## src/rtl/mem_stage.sv

```systemverilog
// RV32I MEM stage: req/ack data-memory port, store lane steering, load extension, MEM/WB register.
// Optional define MEM_MISALIGN_TRAP_EN adds a registered misalign_o flag and suppresses misaligned accesses.
module mem_stage (
  input  logic        clk_i,
  input  logic        rst_ni,
  input  logic        en_i,
  input  logic        RegWrite_i,
  input  logic [1:0]  WriteSrc_i,
  input  logic        MemWrite_i,
  input  logic        MemRead_i,
  input  logic [31:0] ALUout_i,
  input  logic [31:0] regOp2_i,
  input  logic [31:0] ImmOp_i,
  input  logic [31:0] pcPlus4_i,
  input  logic [4:0]  rd_i,
  input  logic [2:0]  funct3_i,
  output logic        mem_req_o,
  output logic        mem_we_o,
  output logic [31:0] mem_addr_o,
  output logic [3:0]  mem_be_o,
  output logic [31:0] mem_wdata_o,
  input  logic [31:0] mem_rdata_i,
  input  logic        mem_ack_i,
  output logic        stall_o,
  output logic        RegWrite_o,
  output logic [1:0]  WriteSrc_o,
  output logic [31:0] ALUout_o,
  output logic [31:0] ReadData_o,
  output logic [31:0] ImmOp_o,
  output logic [31:0] pcPlus4_o,
`ifdef MEM_MISALIGN_TRAP_EN
  output logic        misalign_o,
`endif
  output logic [4:0]  rd_o
);

  typedef enum logic {StIdle, StWait} state_e;

  state_e      r_state;
  state_e      w_state_d;
  logic        w_store;
  logic        w_mis;
  logic        w_access;
  logic        w_req;
  logic        w_stall;
  logic [3:0]  w_be;
  logic [31:0] w_wdata;
  logic [7:0]  w_byte;
  logic [15:0] w_half;
  logic [31:0] w_ext;

  // Load wins when both strobes are set.
  assign w_store = MemWrite_i & ~MemRead_i;

`ifdef MEM_MISALIGN_TRAP_EN
  assign w_mis = (MemRead_i | MemWrite_i) &
                 (((funct3_i[1:0] == 2'b01) & ALUout_i[0]) |
                  ((funct3_i[1:0] == 2'b10) & (ALUout_i[1:0] != 2'b00)));
`else
  assign w_mis = 1'b0;
`endif

  assign w_access = en_i & (MemRead_i | MemWrite_i) & ~w_mis;

  always_comb begin
    w_state_d = r_state;
    w_req     = 1'b0;
    w_stall   = 1'b0;
    case (r_state)
      StIdle: begin
        w_req = w_access;
        if (w_access & ~mem_ack_i) begin
          w_stall   = 1'b1;
          w_state_d = StWait;
        end
      end
      StWait: begin
        w_req   = 1'b1;
        w_stall = ~mem_ack_i;
        if (mem_ack_i) w_state_d = StIdle;
      end
    endcase
  end

  always_ff @(posedge clk_i or negedge rst_ni) begin
    if (!rst_ni) r_state <= StIdle;
    else         r_state <= w_state_d;
  end

  // Gated by reset so the port drops immediately when reset asserts mid-access.
  assign mem_req_o   = w_req & rst_ni;
  assign stall_o     = w_stall & rst_ni;
  assign mem_we_o    = w_store;
  assign mem_addr_o  = {ALUout_i[31:2], 2'b00};
  assign mem_be_o    = w_be;
  assign mem_wdata_o = w_wdata;

  always_comb begin
    w_be    = 4'hF;
    w_wdata = regOp2_i;
    if (w_store) begin
      case (funct3_i[1:0])
        2'b00: begin
          w_be    = 4'b0001 << ALUout_i[1:0];
          w_wdata = {4{regOp2_i[7:0]}};
        end
        2'b01: begin
          w_be    = 4'b0011 << {ALUout_i[1], 1'b0};
          w_wdata = {2{regOp2_i[15:0]}};
        end
        default: ;
      endcase
    end
  end

  always_comb begin
    case (ALUout_i[1:0])
      2'b00:   w_byte = mem_rdata_i[7:0];
      2'b01:   w_byte = mem_rdata_i[15:8];
      2'b10:   w_byte = mem_rdata_i[23:16];
      default: w_byte = mem_rdata_i[31:24];
    endcase
    w_half = ALUout_i[1] ? mem_rdata_i[31:16] : mem_rdata_i[15:0];
    case (funct3_i)
      3'b000:  w_ext = {{24{w_byte[7]}}, w_byte};
      3'b100:  w_ext = {24'h0, w_byte};
      3'b001:  w_ext = {{16{w_half[15]}}, w_half};
      3'b101:  w_ext = {16'h0, w_half};
      default: w_ext = mem_rdata_i;
    endcase
  end

  always_ff @(posedge clk_i or negedge rst_ni) begin
    if (!rst_ni) begin
      RegWrite_o <= 1'b0;
      WriteSrc_o <= 2'b00;
      ALUout_o   <= 32'h0;
      ReadData_o <= 32'h0;
      ImmOp_o    <= 32'h0;
      pcPlus4_o  <= 32'h0;
      rd_o       <= 5'h0;
`ifdef MEM_MISALIGN_TRAP_EN
      misalign_o <= 1'b0;
`endif
    end else if (w_stall) begin
      RegWrite_o <= 1'b0;
      rd_o       <= 5'h0;
`ifdef MEM_MISALIGN_TRAP_EN
      misalign_o <= 1'b0;
`endif
    end else if (en_i) begin
      RegWrite_o <= RegWrite_i & ~w_mis;
      WriteSrc_o <= WriteSrc_i;
      ALUout_o   <= ALUout_i;
      ReadData_o <= (MemRead_i & ~w_mis) ? w_ext : 32'h0;
      ImmOp_o    <= ImmOp_i;
      pcPlus4_o  <= pcPlus4_i;
      rd_o       <= rd_i;
`ifdef MEM_MISALIGN_TRAP_EN
      misalign_o <= w_mis;
`endif
    end
  end

endmodule

```

## config.mk

```make
export PLATFORM = sky130hd
export DESIGN_NAME = mem_stage
export DESIGN_NICKNAME = d
export VERILOG_FILES = /design/src/rtl/mem_stage.sv
export SDC_FILE = /design/constraint.sdc
export NUM_CORES = 1
export LEC_CHECK = 0
export BUFFER_PORTS_ARGS = -buffer_cell sky130_fd_sc_hd__buf_2
export CAP_MARGIN = 20
export CORE_AREA = 2 2 151 153
export CTS_BUF_LIST = sky130_fd_sc_hd__clkbuf_4 sky130_fd_sc_hd__clkbuf_8 sky130_fd_sc_hd__clkbuf_16
export DETAILED_ROUTE_END_ITERATION = 7
export DIE_AREA = 0 0 153 155
export GPL_ROUTABILITY_DRIVEN = 0
export PLACE_DENSITY = 0.59
export SYNTH_ARGS = -nofsm -noshare
export SYNTH_HDL_FRONTEND = slang
export SYNTH_SLANG_ARGS = --single-unit
```

## constraint.sdc

```tcl
create_clock -name clk_i -period 1.8 [get_ports clk_i]
set_clock_uncertainty 0.1 [all_clocks]
set_input_delay 0.36 -clock clk_i [delete_from_list [all_inputs] [get_ports clk_i]]
set_output_delay 0.36 -clock clk_i [all_outputs]
set_load 0.03 [all_outputs]
```

==> results.txt <==
----------------------------------------------------
[Run status]
  Status ... complete, but fails checks
  Violated checks ... negative setup slack

[Critical path]
  Reg2Reg Setup Slack ... 0.06 ns
  Origin of the critical flop-to-flop path ... r_state$_DFF_PN0_
  Nature of the critical path endpoint ... output port
  Max FO, Critical Path ... 8
  Crit path required time ... 1.34 ns
  Arrival time at the worst endpoint ... 1.51 ns
  Setup CP Type ... input port to output port
  Start point of the critical path ... MemWrite_i
  Category of the worst setup path launch point ... input port

[Floorplanning]
  Count of standard-cell rows ... 55
  Initial core utilization ... 28.5%
  Chip width ... 153 um
  Die Height ... 155 um
  Number of I/O pins ... 384
  Core region area ... 0.0222 mm^2
  Die area ... 0.0237 mm^2

[Placement]
  Detail Placement HPWL ... 15,800 um
  Input/output buffers ... 381

[Final layout]
  Commonest non-fill, non-tap cell in the layout ... sky130_fd_sc_hd__buf_2
  Nets ... 1,051
  Fraction of final layout cells sized beyond drive strength 1 ... 67.4%
  Commonest cells after routing, fill and taps aside ... 368 x sky130_fd_sc_hd__buf_2, 137 x sky130_fd_sc_hd__dfrtp_1, 100 x sky130_fd_sc_hd__mux2_2
  Fin util ... 42.6%
  Synth-to-Final Area Change ... 49.8%

[Logic synthesis]
  Synth Instances ... 500
  Number of distinct library cells after synthesis ... 36
  Top flip-flop cell by instance count after synthesis ... sky130_fd_sc_hd__dfrtp_1
  Asr flop ratio synth ... 100%
  Post-synth EDFFs ... 0
  Share of the yosys chip area belonging to registers ... 54.2%
  Mean instance size in the synthesized netlist ... 12.6 um^2
  YS warnings ... 0
  Mapped Area ... 0.00632 mm^2
  Register bit count reported by yosys ... 137

[STA]
  Crit path time final ... 1.97 ns
  Highest attainable clock frequency ... 507 MHz
  Normalized max-slew margin ... 54.1%
  RSZ-0062 raised after global routing ... true
  Total setup violations reported at the end of the flow ... 28
  Worst path setup slack after routing ... -0.174 ns
  Final Max Tran Viols ... 0
  Final Hold Vio Count ... 0
  Total negative slack ... -3.29 ns
  Transition time at the pin with the least slew margin ... 0.689 ns
  Period Utilization, post-route ... 110%

[Worst hold path]
  Origin of the worst min-delay path ... pcPlus4_i[19]
  Hold Crit Class ... input port to register

[GRT]
  Initial antenna violation count ... 2
  Total GRT Usage ... 16.7%
  Largest net degree at the start of global routing ... 61
  Total overflow reported by the global router ... 0
  Global-route wire length before repair ... 30,700 um
  Number of global-route vias before repair ... 5,409

[Drt]
  Length of the first detailed-routing pass in iterations ... 4
  Routed vias ... 5,318
  Antenna Violating Nets Remaining ... 0
  DRC violation total after the first TritonRoute iteration ... 275
  Drc violations ... 0
  Routed via count divided by cell count ... 4.53
  Final WL ... 20,100 um
  Average wire per cell in the routed design ... 17.1 um

[Run]
  Number of max-cap violations ... 0

[Clocking]
  Buffer count from post-CTS setup fixing ... 0
  Clock H-tree levels ... 4
  Clk_lat worst skew ... 0.42 ns
  Clock tree from TritonCTS ... yes
  Register clock-pin slew on the reported worst setup and hold paths ... 0.07 ns
  Cell at the root of the clock tree ... sky130_fd_sc_hd__clkbuf_16
  Number of CTS-inserted buffers ... 17
  Clock sink count ... 137
  Clock buffer depth ... 2

[Pwr]
  PwrDens ... 1050 mW/mm^2
  Maximum vdd ir drop ... 0.000423 V
  Leak pwr ... 4.78 nW

----------------------------------------------------
critical path, cell delays in order:
cell and delay, ns:
sky130_fd_sc_hd__buf_6 0.07, sky130_fd_sc_hd__nor2b_4 0.16, sky130_fd_sc_hd__and2_4 0.16, sky130_fd_sc_hd__nor2b_4 0.14
sky130_fd_sc_hd__buf_8 0.16, sky130_fd_sc_hd__mux2_4 0.31, sky130_fd_sc_hd__buf_6 0.14
cell type report:
type	instances	area, um^2
Sequential cell	137	3430
Clock inverter	12	118
Tap cell	285	357
Antenna cell	1	2.50
Clock buffer	20	454
Multi-Input combinational cell	289	2660
Timing Repair Buffer	426	2440
Inverter	3	11.3
Fill cell	2166	12800
cell usage after synthesis (all sizes together) (8+ instances only):
cell type	instances	area share, %
buf	60	6.4
nor2b	12	1.2
nand2	22	1.3
nor2	17	1.0
o21ai	26	2.1
mux2i	16	2.5
mux2	115	20
a221oi	8	1.1
clkbuf	12	0.71
a221o	16	2.5
a21oi	16	1.3
dfrtp	137	54
flip-flops by register name, summed over array words and instances (netlist names):
register,flops
r_state,1
ALUout_o,32
ReadData_o,32
ImmOp_o,32
WriteSrc_o,2
rd_o,5
pcPlus4_o,32
RegWrite_o,1
per-stage QoR:
step                      worst slack [ns]  total power [mW]  hold WS (ns)  area, um^2  cells
after floorplan                    -0.0826              5.59       -0.0356        6540    501
after global placement              -0.279              6.60         0.311        8780   1139
after detailed placement            -0.283              6.64         0.306        8780   1139
after CTS                           -0.181              10.1        0.0385        9460   1172
after global routing                -0.213              10.4        0.0465        9470   1173
final                               -0.174              9.96        0.0627        9470   1173
what timing repair did:
item                                    4_1_cts  5_1_grt
hold buffers                                  1        0
gates resized for setup                      29        3
pin swaps                                     2        0
endpoints found under the setup margin       29       29
endpoints found under the hold margin        51        0
logic make-up (layout without fill, tap and decap cells):
group	count (synthesis)	after routing	share of synthesized area [%]
multiplexers	131	131	23.0
flip-flops	137	137	54.2
AND/OR/NAND/NOR	69	69	5.44
other	1	3	0.0593
AO/OA/AOI/OAI	87	87	9.97
buffers and inverters	75	461	7.32
final timing paths:
| path | cells after the start | endpoint |
|---|---|---|
| min in group asynchronous | 3 | ImmOp_o[3]$_DFFE_PN0P_ |
| worst min-delay path | 2 | pcPlus4_o[19]$_DFFE_PN0P_ |
| worst min register to register | 2 | ReadData_o[1]$_DFFE_PN0P_ |
| worst max register to register | 5 | ReadData_o[24]$_DFFE_PN0P_ |
| max in group asynchronous | 4 | RegWrite_o$_DFFE_PN0P_ |
| worst max-delay path | 7 | mem_wdata_o[9] |
report_power, final:
part / switching (mW) / internal (mW) / total (mW)
Sequential: 0.197 / 3.51 / 3.70
Combinational: 1.82 / 1.05 / 2.87
Clock: 1.40 / 1.98 / 3.38
Total: 3.42 / 6.54 / 9.96
routing by layer:
metal | track usage [%] | wire [um]
met1 | 19.0 | 7700
met2 | 30.5 | 10600
met3 | 4.48 | 1440
met4 | 5.29 | 369
met5 | 0 | 0
(Power assumes the default switching activity.)
